`src/rtl/tron_pkg.sv`:
```
// Shared types and helpers for the Tron memory-port arbiter.
package tron_pkg;

  localparam int MAX_CH   = 8;
  localparam int MAX_CH_W = 3;

  // Channel-id width, never narrower than one bit.
  function automatic int ch_id_w(input int n);
    return (n <= 2) ? 1 : $clog2(n);
  endfunction

  typedef struct packed {
    logic                valid;
    logic [MAX_CH_W-1:0] ch;
  } rsp_tag_t;

endpackage

```
`src/rtl/rr_arbiter.sv`:
```
// Round-robin grant: first valid channel at or after the pointer, pointer moves past the winner.
module rr_arbiter
  import tron_pkg::*;
#(
  parameter  int NUM_CH = 2,
  localparam int CH_W   = ch_id_w(NUM_CH)
) (
  input  logic              clk,
  input  logic              reset,
  input  logic [NUM_CH-1:0] i_valid,
  output logic [NUM_CH-1:0] o_grant,
  output logic [CH_W-1:0]   o_winner,
  output logic              o_any
);

  logic [CH_W-1:0] r_rr_ptr;
  logic [CH_W-1:0] w_ptr_nxt;

  always_comb begin
    int              idx;
    logic [CH_W-1:0] w_idx;
    idx      = 0;
    w_idx    = '0;
    o_grant  = '0;
    o_winner = '0;
    o_any    = 1'b0;
    for (int k = 0; k < NUM_CH; k++) begin
      idx = int'(r_rr_ptr) + k;
      if (idx >= NUM_CH) idx = idx - NUM_CH;
      w_idx = CH_W'(idx);
      if (!o_any && !reset && i_valid[w_idx]) begin
        o_any    = 1'b1;
        o_winner = w_idx;
      end
    end
    if (o_any) o_grant[o_winner] = 1'b1;
  end

  always_comb begin
    w_ptr_nxt = r_rr_ptr;
    if (o_any) w_ptr_nxt = (int'(o_winner) == NUM_CH - 1) ? '0 : o_winner + 1'b1;
  end

  always_ff @(posedge clk) begin
    if (reset) r_rr_ptr <= '0;
    else       r_rr_ptr <= w_ptr_nxt;
  end

endmodule

```
`src/rtl/mem_port_arbiter.sv`:
```
// N-channel valid/ready arbiter onto memory port 2 with tagged read return.
// Optional per-channel grant counters when MEMARB_STATS_EN is defined.
module mem_port_arbiter
  import tron_pkg::*;
#(
  parameter int DATA_W = 16,
  parameter int ADDR_W = 16,
  parameter int NUM_CH = 2,
  parameter int RD_LAT = 1
) (
  input  logic                     clk,
  input  logic                     reset,
  input  logic [NUM_CH-1:0]        i_req_valid,
  output logic [NUM_CH-1:0]        o_req_ready,
  input  logic [NUM_CH-1:0]        i_req_we,
  input  logic [NUM_CH*ADDR_W-1:0] i_req_addr,
  input  logic [NUM_CH*DATA_W-1:0] i_req_wdata,
  output logic [NUM_CH-1:0]        o_rsp_valid,
  output logic [DATA_W-1:0]        o_rsp_data,
  output logic [ADDR_W-1:0]        o_mem_addr,
  output logic [DATA_W-1:0]        o_mem_din,
  output logic                     o_mem_we,
  input  logic [DATA_W-1:0]        i_mem_dout
`ifdef MEMARB_STATS_EN
  ,
  output logic [NUM_CH*16-1:0]     o_stat_grants
`endif
);

  localparam int CH_W = ch_id_w(NUM_CH);

  logic [CH_W-1:0] w_winner;
  logic            w_any;
  rsp_tag_t        w_tag_in;
  rsp_tag_t        w_tag_out;
  rsp_tag_t        r_pipe [RD_LAT];

  rr_arbiter #(.NUM_CH(NUM_CH)) u_arb (
    .clk      (clk),
    .reset    (reset),
    .i_valid  (i_req_valid),
    .o_grant  (o_req_ready),
    .o_winner (w_winner),
    .o_any    (w_any)
  );

  // Winner is 0 when idle, so the memory sees channel-0 fields with we low.
  always_comb begin
    o_mem_addr = i_req_addr[w_winner*ADDR_W +: ADDR_W];
    o_mem_din  = i_req_wdata[w_winner*DATA_W +: DATA_W];
    o_mem_we   = w_any & i_req_we[w_winner];
  end

  always_comb begin
    w_tag_in       = '0;
    w_tag_in.valid = w_any & ~i_req_we[w_winner];
    w_tag_in.ch    = MAX_CH_W'(w_winner);
  end

  always_ff @(posedge clk) begin
    if (reset) begin
      for (int i = 0; i < RD_LAT; i++) r_pipe[i] <= '0;
    end else begin
      r_pipe[0] <= w_tag_in;
      for (int i = 1; i < RD_LAT; i++) r_pipe[i] <= r_pipe[i-1];
    end
  end

  assign w_tag_out = r_pipe[RD_LAT-1];

  // Read data is only presented alongside its tag; it reads as zero otherwise.
  always_comb begin
    o_rsp_valid = '0;
    for (int i = 0; i < NUM_CH; i++)
      o_rsp_valid[i] = w_tag_out.valid && (w_tag_out.ch == MAX_CH_W'(i));
    o_rsp_data = w_tag_out.valid ? i_mem_dout : '0;
  end

`ifdef MEMARB_STATS_EN
  logic [15:0] r_stat [NUM_CH];

  always_ff @(posedge clk) begin
    for (int i = 0; i < NUM_CH; i++) begin
      if (reset)
        r_stat[i] <= '0;
      else if (o_req_ready[i] && i_req_valid[i] && r_stat[i] != 16'hFFFF)
        r_stat[i] <= r_stat[i] + 16'd1;
    end
  end

  always_comb begin
    o_stat_grants = '0;
    for (int i = 0; i < NUM_CH; i++) o_stat_grants[i*16 +: 16] = r_stat[i];
  end
`endif

endmodule

```
`config.mk`:
```
export PLATFORM = sky130hd
export DESIGN_NAME = mem_port_arbiter
export DESIGN_NICKNAME = d
export VERILOG_FILES = /design/src/rtl/tron_pkg.sv /design/src/rtl/rr_arbiter.sv /design/src/rtl/mem_port_arbiter.sv
export SDC_FILE = /design/constraint.sdc
export NUM_CORES = 1
export LEC_CHECK = 0
export ABC_AREA = 1
export CAP_MARGIN = 20
export CORE_MARGIN = 2
export CORE_UTILIZATION = 30
export CTS_CLUSTER_DIAMETER = 150
export DETAILED_ROUTE_END_ITERATION = 10
export DONT_BUFFER_PORTS = 1
export GPL_ROUTABILITY_DRIVEN = 0
export HOLD_SLACK_MARGIN = 0.15
export PLACE_DENSITY_LB_ADDON = 0.25
export SKIP_LAST_GASP = 1
export SLEW_MARGIN = 40
export SYNTH_ARGS = -nofsm -noshare
export SYNTH_HDL_FRONTEND = slang
export SYNTH_HIERARCHICAL = 1
export SYNTH_SLANG_ARGS = --single-unit
```
`constraint.sdc`:
```
create_clock -name clk -period 2.1 [get_ports clk]
set_input_delay 0.315 -clock clk [delete_from_list [all_inputs] [get_ports clk]]
set_output_delay 0.315 -clock clk [all_outputs]
set_load 0.05 [all_outputs]
```
==> key figures <==
Outcome
  • Run status: complete, no violations

Die
  • Row Count: 18
  • Die height: 55.5 µm
  • Die area: 3080 µm²
  • Die width: 55.5 µm
  • Ports: 139
  • Starting Density: 31.8%
  • Core footprint: 2500 µm²

Finish
  • P&R area growth vs syn: 53.6%
  • Layout cells sized above 1: 22.1%
  • Final Instance Area: 1220 µm²
  • Most frequent cells in the layout: nand2_1 (116), inv_1 (24), buf_12 (20)
  • Antenna diodes: 0
  • Commonest non-fill, non-tap cell in the layout: nand2_1
  • Nets: 282

Clock tree
  • CTS Buf Count: 3
  • Clock Pin Slew Worst Setup and Hold Paths: 0.04 ns
  • Post-cts repair resize count: 0
  • Max clock buf depth: 2
  • Root buf cell: clkbuf_4
  • CTS tree: yes
  • H-tree depth: 1
  • Clock sink count: 3
  • # Post-CTS Setup Buffers: 0
  • Worst-Skew Late Latency: 0.23 ns

Pwr
  • Clock share of power: 14.8%
  • P_int: 0.296 mW
  • Switching portion of total power: 55.6%
  • Combinational Power Share: 75.2%
  • Peak VDD IR: 0.334 mV
  • PwrDens: 546 nW/µm²
  • Part of the power in registers: 10.0%
  • NetSw: 0.371 mW
  • Final Power: 0.667 mW
  • Leak: 0.814 nW

Logic synthesis
  • Post-synthesis register bit count: 3
  • Cells after Synth: 173
  • Synth unique cells: 11
  • Post-Syn Area: 796 µm²
  • Seq/Total Area, Yosys: 7.55%
  • YS warnings: 6
  • Post-Syn Nets: 259
  • Syn Area/Cell: 4.60 µm²

Timing
  • Pin slew with the least headroom to its limit: 0.497 ns
  • Max Transition Viols Final: 0
  • Fmax: 0.525 GHz
  • Final Skew: 0.000131 ns
  • Final Hold Viols: 0
  • Fin crit period: 1.91 ns
  • Final setup violation count: 0
  • Tcrit/Tclk final: 90.7%
  • Slew headroom: 66.8%
  • Setup WS post-layout: 0.195 ns
  • Fin Setup TNS: 0 ns
  • Unrepaired setup endpoints after global routing: no

Placed design
  • Final HPWL DP: 2.12 mm
  • Setup WS pre-CTS: 0.390 ns
  • # port buffers: 0
  • Placed standard-cell area: 1190 µm²

Setup path
  • Worst setup SP type: flop
  • Largest fanout on the critical path: 11
  • Worst Setup End Kind: primary output
  • WP data arrival: 1.59 ns
  • Worst setup path class: flop to primary output
  • Critical Path RT: 1.78 ns

Route
  • DR iter-0 viols: 52
  • Drt drc: 0
  • Total number of vias: 987
  • Vias per inst: 4.39
  • Final ANT Viol Nets: 0
  • WL final: 2.43 mm
  • Pre-antenna DRT Iters: 4
  • Routed len/inst: 10.8 µm

Flow run
  • Max_cap viols: 0

Worst hold path
  • Hold Path Class: input port to flop

Global routing
  • Congestion Overflow GR: 0
  • Initial antenna violation count: 0
  • Vias in the first global route: 868
  • All-Layer GR Usage: 13.9%
  • First-pass GRT wire length: 3.51 mm
  • Largest net degree at the start of global routing: 36
==> Yosys cell counts <==
cell	n	area share, %
buf_6	4	5.7
inv_1	24	11
buf_4	4	3.8
dfxtp_1	3	7.5
nand2_2	9	7.1
nor2_1	8	3.8
clkinv_2	1	0.63
buf_12	1	2.5
nand2_1	116	55
nor2_2	2	1.6
inv_8	1	1.4
==> layout make-up <==
cell class                 count  area, µm²
fill                         242       1280
multi-input combinational    135        537
timing repair buffer          27        455
inverter                      26        106
sequential                     3       60.1
tap                           30       37.5
clock buffer                   4       26.3
==> power by group through the flow <==
| stage | combinational, mW | sequential, mW | clock [mW] |
|---|---|---|---|
| finish | 0.502 | 0.0664 | 0.0989 |
| global route | 0.523 | 0.0674 | 0.106 |
| CTS | 0.506 | 0.0665 | 0.105 |
| detailed placement | 0.504 | 0.0674 | 0 |
| global placement | 0.504 | 0.0671 | 0 |
| floorplan | 0.349 | 0.0630 | 0 |
==> sequential cells by signal (all words and copies together) (netlist names) <==
signal and cells:
r_pipe 2, u_arb/r_rr_ptr 1
==> critical path, stage by stage (launching register included) <==
cell	delay, ns
dfxtp_1	0.36
nor2_2	0.07
nor2_2	0.26
buf_4	0.24
nand2_1	0.07
nand2_1	0.36
==> cell families (layout without fill, tap and decap cells) <==
group	after synthesis	count (layout)	synth area share, %
AND/OR/NAND/NOR	135	135	67.1
buffers and inverters	35	57	25.3
flip-flops	3	3	7.55
==> per-stage QoR <==
step	hold WS [ns]	util [%]	instances
3_3_place_gp	0.384	47.4	220
6_report	0.228	48.9	225
2_1_floorplan	0.382	-	173
4_1_cts	0.222	48.9	225
3_5_place_dp	0.383	47.4	220
5_1_grt	0.238	48.9	225
==> path summary, 6_finish.rpt <==
kind             startpoint             end  slack [ns]  depth (start not counted)
max          u_arb/r_rr_ptr    o_mem_din[2]        0.19                          5
min          i_req_valid[0]  u_arb/r_rr_ptr        0.23                          2
max reg2reg  u_arb/r_rr_ptr    r_pipe[0][1]        0.81                          6
min reg2reg  u_arb/r_rr_ptr  u_arb/r_rr_ptr        0.52                          2
==> metal layers <==
layer  track usage, %  share of wire, %  vias to the layer above
li1                 -                 -                      529
met1             14.6                36                      373
met2             27.9                53                       85
met3             1.64                12                        0
met4             4.18                 0                        0
met5                0                 0                        -
==> timing repair <==
item	CTS	global route
hold buffers	1	0
setup endpoints to repair	0	0
hold endpoints to repair	1	0
Note: power is estimated with default switching activity, not from simulation.
